$ cat src/rtl/countdown_pkg.sv
// Shared types and constants for the countdown controller.
package countdown_pkg;

  typedef enum logic {
    IDLE = 1'b0,
    RUN  = 1'b1
  } state_t;

  localparam int unsigned CNT_W      = 3;
  localparam logic [2:0]  RELOAD_SAT = 3'd7;

endpackage

$ cat src/rtl/countdown_ctrl_decrement.sv
// 3-bit combinational decrementer, Y = A - 1 modulo 8.
module decrement (
  input  logic [2:0] a,
  output logic [2:0] y
);

  assign y = a - 3'd1;

endmodule

$ cat src/rtl/countdown_ctrl.sv
// Loadable, prescaled countdown timer built around the decrement unit,
// with start/ready handshake, pause, abort and optional auto-reload.
module countdown_ctrl
  import countdown_pkg::*;
#(
  parameter int unsigned PRESCALE = 1
) (
  input  logic             clk,
  input  logic             rst,
  input  logic             start,
  input  logic [CNT_W-1:0] load_val,
  input  logic             auto_reload,
  input  logic             pause,
  input  logic             abort,
  output logic             ready,
  output logic             busy,
  output logic [CNT_W-1:0] count,
  output logic             done,
  output logic [2:0]       reloads
);

  localparam int unsigned PRE_W = (PRESCALE <= 1) ? 1 : $clog2(PRESCALE);
  localparam logic [PRE_W-1:0] PRE_LAST = PRE_W'(PRESCALE - 1);

  state_t           state_q, state_d;
  logic [CNT_W-1:0] count_q, count_d;
  logic [CNT_W-1:0] reload_val_q, reload_val_d;
  logic             ar_q, ar_d;
  logic [PRE_W-1:0] pre_q, pre_d;
  logic [2:0]       reloads_q, reloads_d;
  logic             done_q, done_d;
  logic [CNT_W-1:0] dec_y;

  decrement u_decrement (
    .a (count_q),
    .y (dec_y)
  );

  always_comb begin
    state_d      = state_q;
    count_d      = count_q;
    reload_val_d = reload_val_q;
    ar_d         = ar_q;
    pre_d        = pre_q;
    reloads_d    = reloads_q;
    done_d       = 1'b0;

    unique case (state_q)
      IDLE: begin
        if (start) begin
          count_d      = load_val;
          reload_val_d = load_val;
          ar_d         = auto_reload;
          pre_d        = '0;
          reloads_d    = '0;
          state_d      = RUN;
        end
      end
      RUN: begin
        if (abort) begin
          state_d = IDLE;
          count_d = '0;
          pre_d   = '0;
        end else if (!pause) begin
          if (pre_q == PRE_LAST) begin
            pre_d = '0;
            // Counts of 0 and 1 both expire, so the decrementer never wraps.
            if (count_q <= CNT_W'(1)) begin
              done_d = 1'b1;
              if (ar_q) begin
                count_d   = reload_val_q;
                reloads_d = (reloads_q == RELOAD_SAT) ? RELOAD_SAT : reloads_q + 3'd1;
              end else begin
                count_d = '0;
                state_d = IDLE;
              end
            end else begin
              count_d = dec_y;
            end
          end else begin
            pre_d = pre_q + PRE_W'(1);
          end
        end
      end
      default: state_d = IDLE;
    endcase
  end

  always_ff @(posedge clk) begin
    if (rst) begin
      state_q      <= IDLE;
      count_q      <= '0;
      reload_val_q <= '0;
      ar_q         <= 1'b0;
      pre_q        <= '0;
      reloads_q    <= '0;
      done_q       <= 1'b0;
    end else begin
      state_q      <= state_d;
      count_q      <= count_d;
      reload_val_q <= reload_val_d;
      ar_q         <= ar_d;
      pre_q        <= pre_d;
      reloads_q    <= reloads_d;
      done_q       <= done_d;
    end
  end

  assign ready   = (state_q == IDLE);
  assign busy    = (state_q == RUN);
  assign count   = count_q;
  assign done    = done_q;
  assign reloads = reloads_q;

endmodule
$ cat config.mk
export PLATFORM = sky130hd
export DESIGN_NAME = countdown_ctrl
export DESIGN_NICKNAME = d
export VERILOG_FILES = /design/src/rtl/countdown_pkg.sv /design/src/rtl/countdown_ctrl_decrement.sv /design/src/rtl/countdown_ctrl.sv
export SDC_FILE = /design/constraint.sdc
export NUM_CORES = 1
export LEC_CHECK = 0
export ABC_AREA = 1
export CAP_MARGIN = 10
export CORE_UTILIZATION = 45
export CTS_CLUSTER_DIAMETER = 200
export DETAILED_ROUTE_END_ITERATION = 10
export PLACE_DENSITY = 0.82
export SLEW_MARGIN = 20
export SYNTH_ARGS = -nofsm -noshare
export SYNTH_HDL_FRONTEND = slang
export SYNTH_SLANG_ARGS = --single-unit
export TNS_END_PERCENT = 5
$ cat constraint.sdc
create_clock -name clk -period 1.2 [get_ports clk]
set_input_delay 0.18 -clock clk [delete_from_list [all_inputs] [get_ports clk]]
set_output_delay 0.18 -clock clk [all_outputs]
set_load 0.03 [all_outputs]
==> impl_metrics.yaml, run 1 <==
place:
  dp.cells: 129
  gp_congestion: 0.798
  placedInstanceArea_um2: 856
  hpwl_um: 1160
  numPortBuffers: 17
global_route:
  grt_start_max_net_pins: 11
  antenna_found_initial: 0
  grt_pass1_vias: 570
  grt-ovfl-total: 0
  grt_pass1_wl_um: 2220
  track_usage: 0.212
worst_setup_path:
  start_kind: "flip-flop"
  crit_required_ns: 1.02
  slowest_stage: "dlygate4sd2_1"
  cp_max_fo: 1
  arrival_ns: 0.97
  path_cells: "dlygate4sd2_1"
  end_kind: "output port"
  cp_slowest_stage_delay_ns: 0.38
  critPathBufInv: 1
  crit_family: "buffers and inverters"
  crit_type: "flip-flop to output port"
final_layout:
  diodes: 0
  layout-drive-gt1-share: 0.254
  stdcell_area_um2: 900
  final_nets: 131
  fin_cells: 133
  fin_util: 0.683
  area_delta_synth_final_pct: 38.8
floorplan:
  io_pins: 18
  num_rows: 13
  die_area_mm2: 0.00160
  initial_core_util: 0.492
  fp.dieH_um: 40.0
  core_mm2: 0.00132
  die_x_um: 40.0
timing:
  setup_viol_count_final: 0
  worst_slew_pin_slew_ns: 0.293
  fin_crit_sh: 0.957
  hold_slack_ns: 0.502
  slew_violations: 0
  max_freq_mhz: 870
  fin_skew_ns: 0.00623
  hold_viol: 0
  rsz0062_at_grt: "no"
  fin_crit_ns: 1.15
  slew_headroom: 0.806
detailed_routing:
  wl_met3_um: 68
  ant_nets: 0
  drt-met1-wl_um: 686
  drt_iter0_drc: 25
  avgRoutedWirePerCell_um: 11.4
  routed_via_density: 5.33
  drtPass1Iterations: 6
  wl_um: 1510
  vias: 709
  wl_met2_um: 744
  drcViolationCount: 0
  dr.max_layer_used: "met4"
worst_hold_path:
  hp-class: "flip-flop to flip-flop"
synth:
  synth_xor_area_frac: 0
  synth_top_family_by_area: "simple AND/OR/NAND/NOR gates"
  synth-compound-area-share: 0.191
  synth_nets: 105
  yosys.area_share.simple: 0.282
  synth-warning-count: 0
  ys_ff_latch: 12
  syn_inst: 93
  synth_fa_ha_area_frac: 0.0579
  netlist_area_um2: 648
  synth.avg_cell_area_um2: 6.97
  synth-seq-area-share: 0.371
  ys_types: 20
  synthMuxAreaShare: 0
clock_tree:
  clock_latency_ns: 0.28
  clock-sinks: 12
  cts_hold_buffers: 0
  htree_levels: 1
  cts_tree: "yes"
  cts_max_path_buffers: 2
  path_clk_slew_ns: 0.08
  cts_buffers: 3
  cts_root_buf: "clkbuf_4"
power:
  p_leak_nw: 0.401
  ir_drop_mv: 0.762
  pwr_density_cell_mw_per_mm2: 1180
job:
  drv_cap: 0
outcome:
  status: "completed"
[metal layers]
| layer | up-vias | global-route usage |
|---|---|---|
| met5 | - | 0 |
| met1 | 322 | 0.261 |
| met3 | 2 | 0.0333 |
| met2 | 28 | 0.343 |
| met4 | 0 | 0.129 |
| li1 | 357 | - |
[power breakdown]
group,switching (mW),internal [mW]
registers,0.0253,0.424
clock network,0.148,0.185
logic,0.163,0.118
[logic make-up after synthesis]
| family | Yosys count |
|---|---|
| compound gates | 23 |
| fa+ha+maj | 3 |
| buf+inv | 15 |
| flops | 12 |
| simple gates | 40 |
[worst min-delay path, stage by stage (launching register included)]
cell and delay (ns):
dfxtp_2 0.35, nand3_1 0.07, a21oi_1 0.05
[final timing paths]
kind | start | end | slack [ns] | cells after the start
worst max-delay path | done | done | 0.05 | 1
worst min-delay path | reloads[0] | reloads[0] | 0.50 | 2
worst max register to register | count[1] | busy | 0.06 | 7
worst min register to register | reloads[0] | reloads[0] | 0.50 | 2
[repair_timing]
| item | in CTS | in global routing |
|---|---|---|
| pin swaps | 0 | 1 |
| setup endpoints to repair | 2 | 7 |
| gates resized for setup | 2 | 9 |
| buffers inserted | 0 | 0 |
[synth_stat cells (all sizes together)]
| cell | count | area, um^2 |
|---|---|---|
| nand2 | 18 | 72.6 |
| dfxtp | 12 | 240 |
| inv | 12 | 45.0 |
| o21ai | 12 | 60.1 |
| nand3 | 11 | 55.1 |
| a21oi | 9 | 48.8 |
| nor2 | 6 | 22.5 |
| ha | 3 | 37.5 |
| or2 | 3 | 18.8 |
| buf | 1 | 11.3 |
| clkbuf | 1 | 3.75 |
| clkinv | 1 | 3.75 |
| nand4 | 1 | 6.26 |
| nor3b | 1 | 7.51 |
| o211ai | 1 | 7.51 |
| o21bai | 1 | 7.51 |
[layout by cell type, fill, tap and decap left out]
cell / count
nor3b_1: 1
clkbuf_8: 1
o21ai_0: 1
o21ai_1: 11
buf_4: 13
inv_1: 9
a21oi_1: 8
dlygate4sd2_1: 1
nor2_1: 6
or2_1: 3
nand2_1: 14
o211ai_1: 1
o21bai_1: 1
a21oi_2: 1
inv_2: 3
nand3_1: 11
clkbuf_4: 3
ha_1: 3
clkdlybuf4s50_1: 8
dfxtp_4: 2
nand2_4: 1
clkbuf_2: 1
dfxtp_2: 2
nand4_1: 1
nand2_2: 3
clkinv_1: 1
dfxtp_1: 8
[cell type report]
cell class	count	area, um^2
clock buffers	4	36.3
fillers	114	418
inverters	13	48.8
multi-input cells	66	354
flip-flops and latches	12	250
well taps	15	18.8
repair buffers	23	191
[per-stage QoR]
stage | power, mW | setup TNS, ns | worst slack (ns)
finish | 1.06 | 0 | 0.0511
global route | 1.10 | 0 | 0.00512
CTS | 1.05 | 0 | 0.00449
detailed placement | 0.725 | -0.795 | -0.128
global placement | 0.719 | -0.750 | -0.143
floorplan | 0.625 | -0.0214 | -0.0139
[registers in the layout, summed over array words and instances, names as in the netlist]
| name | flops |
|---|---|
| ar_q | 1 |
| busy | 1 |
| count | 3 |
| done | 1 |
| reload_val_q | 3 |
| reloads | 3 |
Note: power is estimated with default switching activity, not from simulation.
==> inputs of run 2 (changes only) <==
--- a/config.mk
+++ b/config.mk
@@ -10,6 +10,7 @@
 export CORE_UTILIZATION = 45
 export CTS_CLUSTER_DIAMETER = 200
 export DETAILED_ROUTE_END_ITERATION = 10
+export GPL_TIMING_DRIVEN = 0
 export PLACE_DENSITY = 0.82
 export SLEW_MARGIN = 20
 export SYNTH_ARGS = -nofsm -noshare
==> constraint.sdc (replaced) <==
create_clock -name clk -period 1.2 [get_ports clk]
set_input_delay 0.18 -clock clk [delete_from_list [all_inputs] [get_ports clk]]
set_output_delay 0.18 -clock clk [all_outputs]
set_load 0.05 [all_outputs]
==> impl_metrics.yaml, run 2 (synthesis gave the netlist of run 1 again) <==
place:
  hpwl_um: 1200
  placedInstanceArea_um2: 855
  numPortBuffers: 16
  gp_congestion: 0.870
  dp_slack_ns: -0.247
final_layout:
  diodes: 0
  layout-drive-gt1-share: 0.283
  stdcell_area_um2: 885
  fin_util: 0.671
  final_nets: 126
  final_common_cell: "nand2_1"
  area_delta_synth_final_pct: 36.5
  mostFrequentLayoutCells: "nand2_1 (15), nand3_1 (10), o21ai_1 (9)"
clock_tree:
  clock-sinks: 12
  cts_buffers: 3
  cts_max_path_buffers: 2
  cts_tree: "yes"
  htree_levels: 1
  cts_root_buf: "clkbuf_4"
  clock_latency_ns: 0.28
  path_clk_slew_ns: 0.08
worst_setup_path:
  cp_max_fo: 4
  slowest_stage: "dfxtp_2"
  path_cells: "clkdlybuf4s18_2"
  crit_required_ns: 1.02
  start_kind: "flip-flop"
  cp_slowest_stage_delay_ns: 0.36
  end_kind: "output port"
  rr_startpoint: "count[1]"
  regToRegEndpoint: "count[2]"
  arrival_ns: 1.00
  crit_family: "flip-flops"
  r2r_slack_ns: 0.06
  crit_type: "flip-flop to output port"
  critPathBufInv: 1
  rr_worst_depth: 7
detailed_routing:
  drt-met1-wl_um: 674
  ant_nets: 0
  wl_um: 1560
  avgRoutedWirePerCell_um: 12.2
  routed_via_density: 5.45
  drtPass1Iterations: 4
  wl_met2_um: 778
  dr.max_layer_used: "met4"
  wl_met3_um: 69
  vias: 697
  drcViolationCount: 0
  drt_iter0_drc: 9
floorplan:
  core_mm2: 0.00132
  die_x_um: 40.0
  io_pins: 18
  num_rows: 13
  fp.dieH_um: 40.0
  initial_core_util: 0.492
  die_area_mm2: 0.00160
timing:
  worst_slew_pin_slew_ns: 0.347
  hold_viol: 0
  fin_crit_ns: 1.18
  max_freq_mhz: 849
  slew_headroom: 0.769
  slew_violations: 0
  setup_viol_count_final: 0
  hold_slack_ns: 0.241
  fin_crit_sh: 0.982
  fin_setup_tns_ns: 0
  rsz0062_at_grt: "yes"
  fin_ws_ns: 0.0220
  fin_skew_ns: 0.00120
global_route:
  track_usage: 0.228
  antenna_found_initial: 0
  grt_start_max_net_pins: 11
  grt-ovfl-total: 0
  grt_pass1_wl_um: 2420
  grt_pass1_vias: 627
power:
  p_comb_frac: 0.269
  p_int_uw: 709
  ir_drop_mv: 0.791
  pwr_density_cell_mw_per_mm2: 1210
  p_leak_nw: 0.369
  switchingPower_uw: 366
  switching_share: 0.340
  power.share.clock: 0.308
  p_seq_frac: 0.423
worst_hold_path:
  whs_path_depth: 2
  hp-start: "rst"
  hp-class: "input port to flip-flop"
  hold_end: "reload_val_q[1]"
job:
  drv_cap: 0
outcome:
  status: "completed"
## run 2: changes by cell type in the layout (fill, tap and decap cells not counted), moves of 2 or more
| cell | delta |
|---|---|
| dfxtp_1 | -2 |
| buf_2 | +5 |
| o21ai_1 | -2 |
| buf_4 | -13 |
| clkdlybuf4s15_2 | +3 |
## run 2: through the flow
stage | power, mW | instances
after floorplan | 0.659 | 93
after global placement | 0.744 | 124
after detailed placement | 0.753 | 124
after CTS | 1.07 | 128
after global routing | 1.12 | 128
final | 1.07 | 128
## run 2: power groups by stage
stage,clock (mW),sequential (mW),combinational [mW]
floorplan,0,0.505,0.154
global placement,0,0.461,0.283
detailed placement,0,0.463,0.290
CTS,0.330,0.453,0.285
global route,0.344,0.459,0.316
finish,0.331,0.455,0.289
## run 2: worst max-delay path by stage
| stage | from | end | slack [ns] | depth (start not counted) |
|---|---|---|---|---|
| detailed placement | pause | count[2] | -0.25 | 6 |
| global placement | pause | count[0] | -0.24 | 6 |
| finish | reloads[0] | reloads[0] | 0.02 | 1 |
| CTS | count[0] | count[0] | 0.001 | 1 |
| global route | count[1] | count[2] | -0.01 | 7 |
| floorplan | count[1] | reloads[0] | -0.01 | 7 |
## run 2: what timing repair did
item | CTS | global route
setup endpoints to repair | 9 | 10
gates resized for setup | 34 | 10
hold buffers | 0 | 0
pin swaps | 0 | 3
setup buffers | 0 | 0
## run 2: cell type report
class | count | area (um^2)
clock buffers | 4 | 36.3
multi-input cells | 66 | 367
fillers | 127 | 433
flip-flops and latches | 12 | 255
inverters | 13 | 53.8
well taps | 15 | 18.8
plain buffers | 2 | 15.0
repair buffers | 16 | 139
## run 2: metal layers
layer | track usage | up-vias
li1 | - | 348
met1 | 0.251 | 323
met2 | 0.407 | 19
met3 | 0.0444 | 7
met4 | 0.121 | 0
met5 | 0 | -
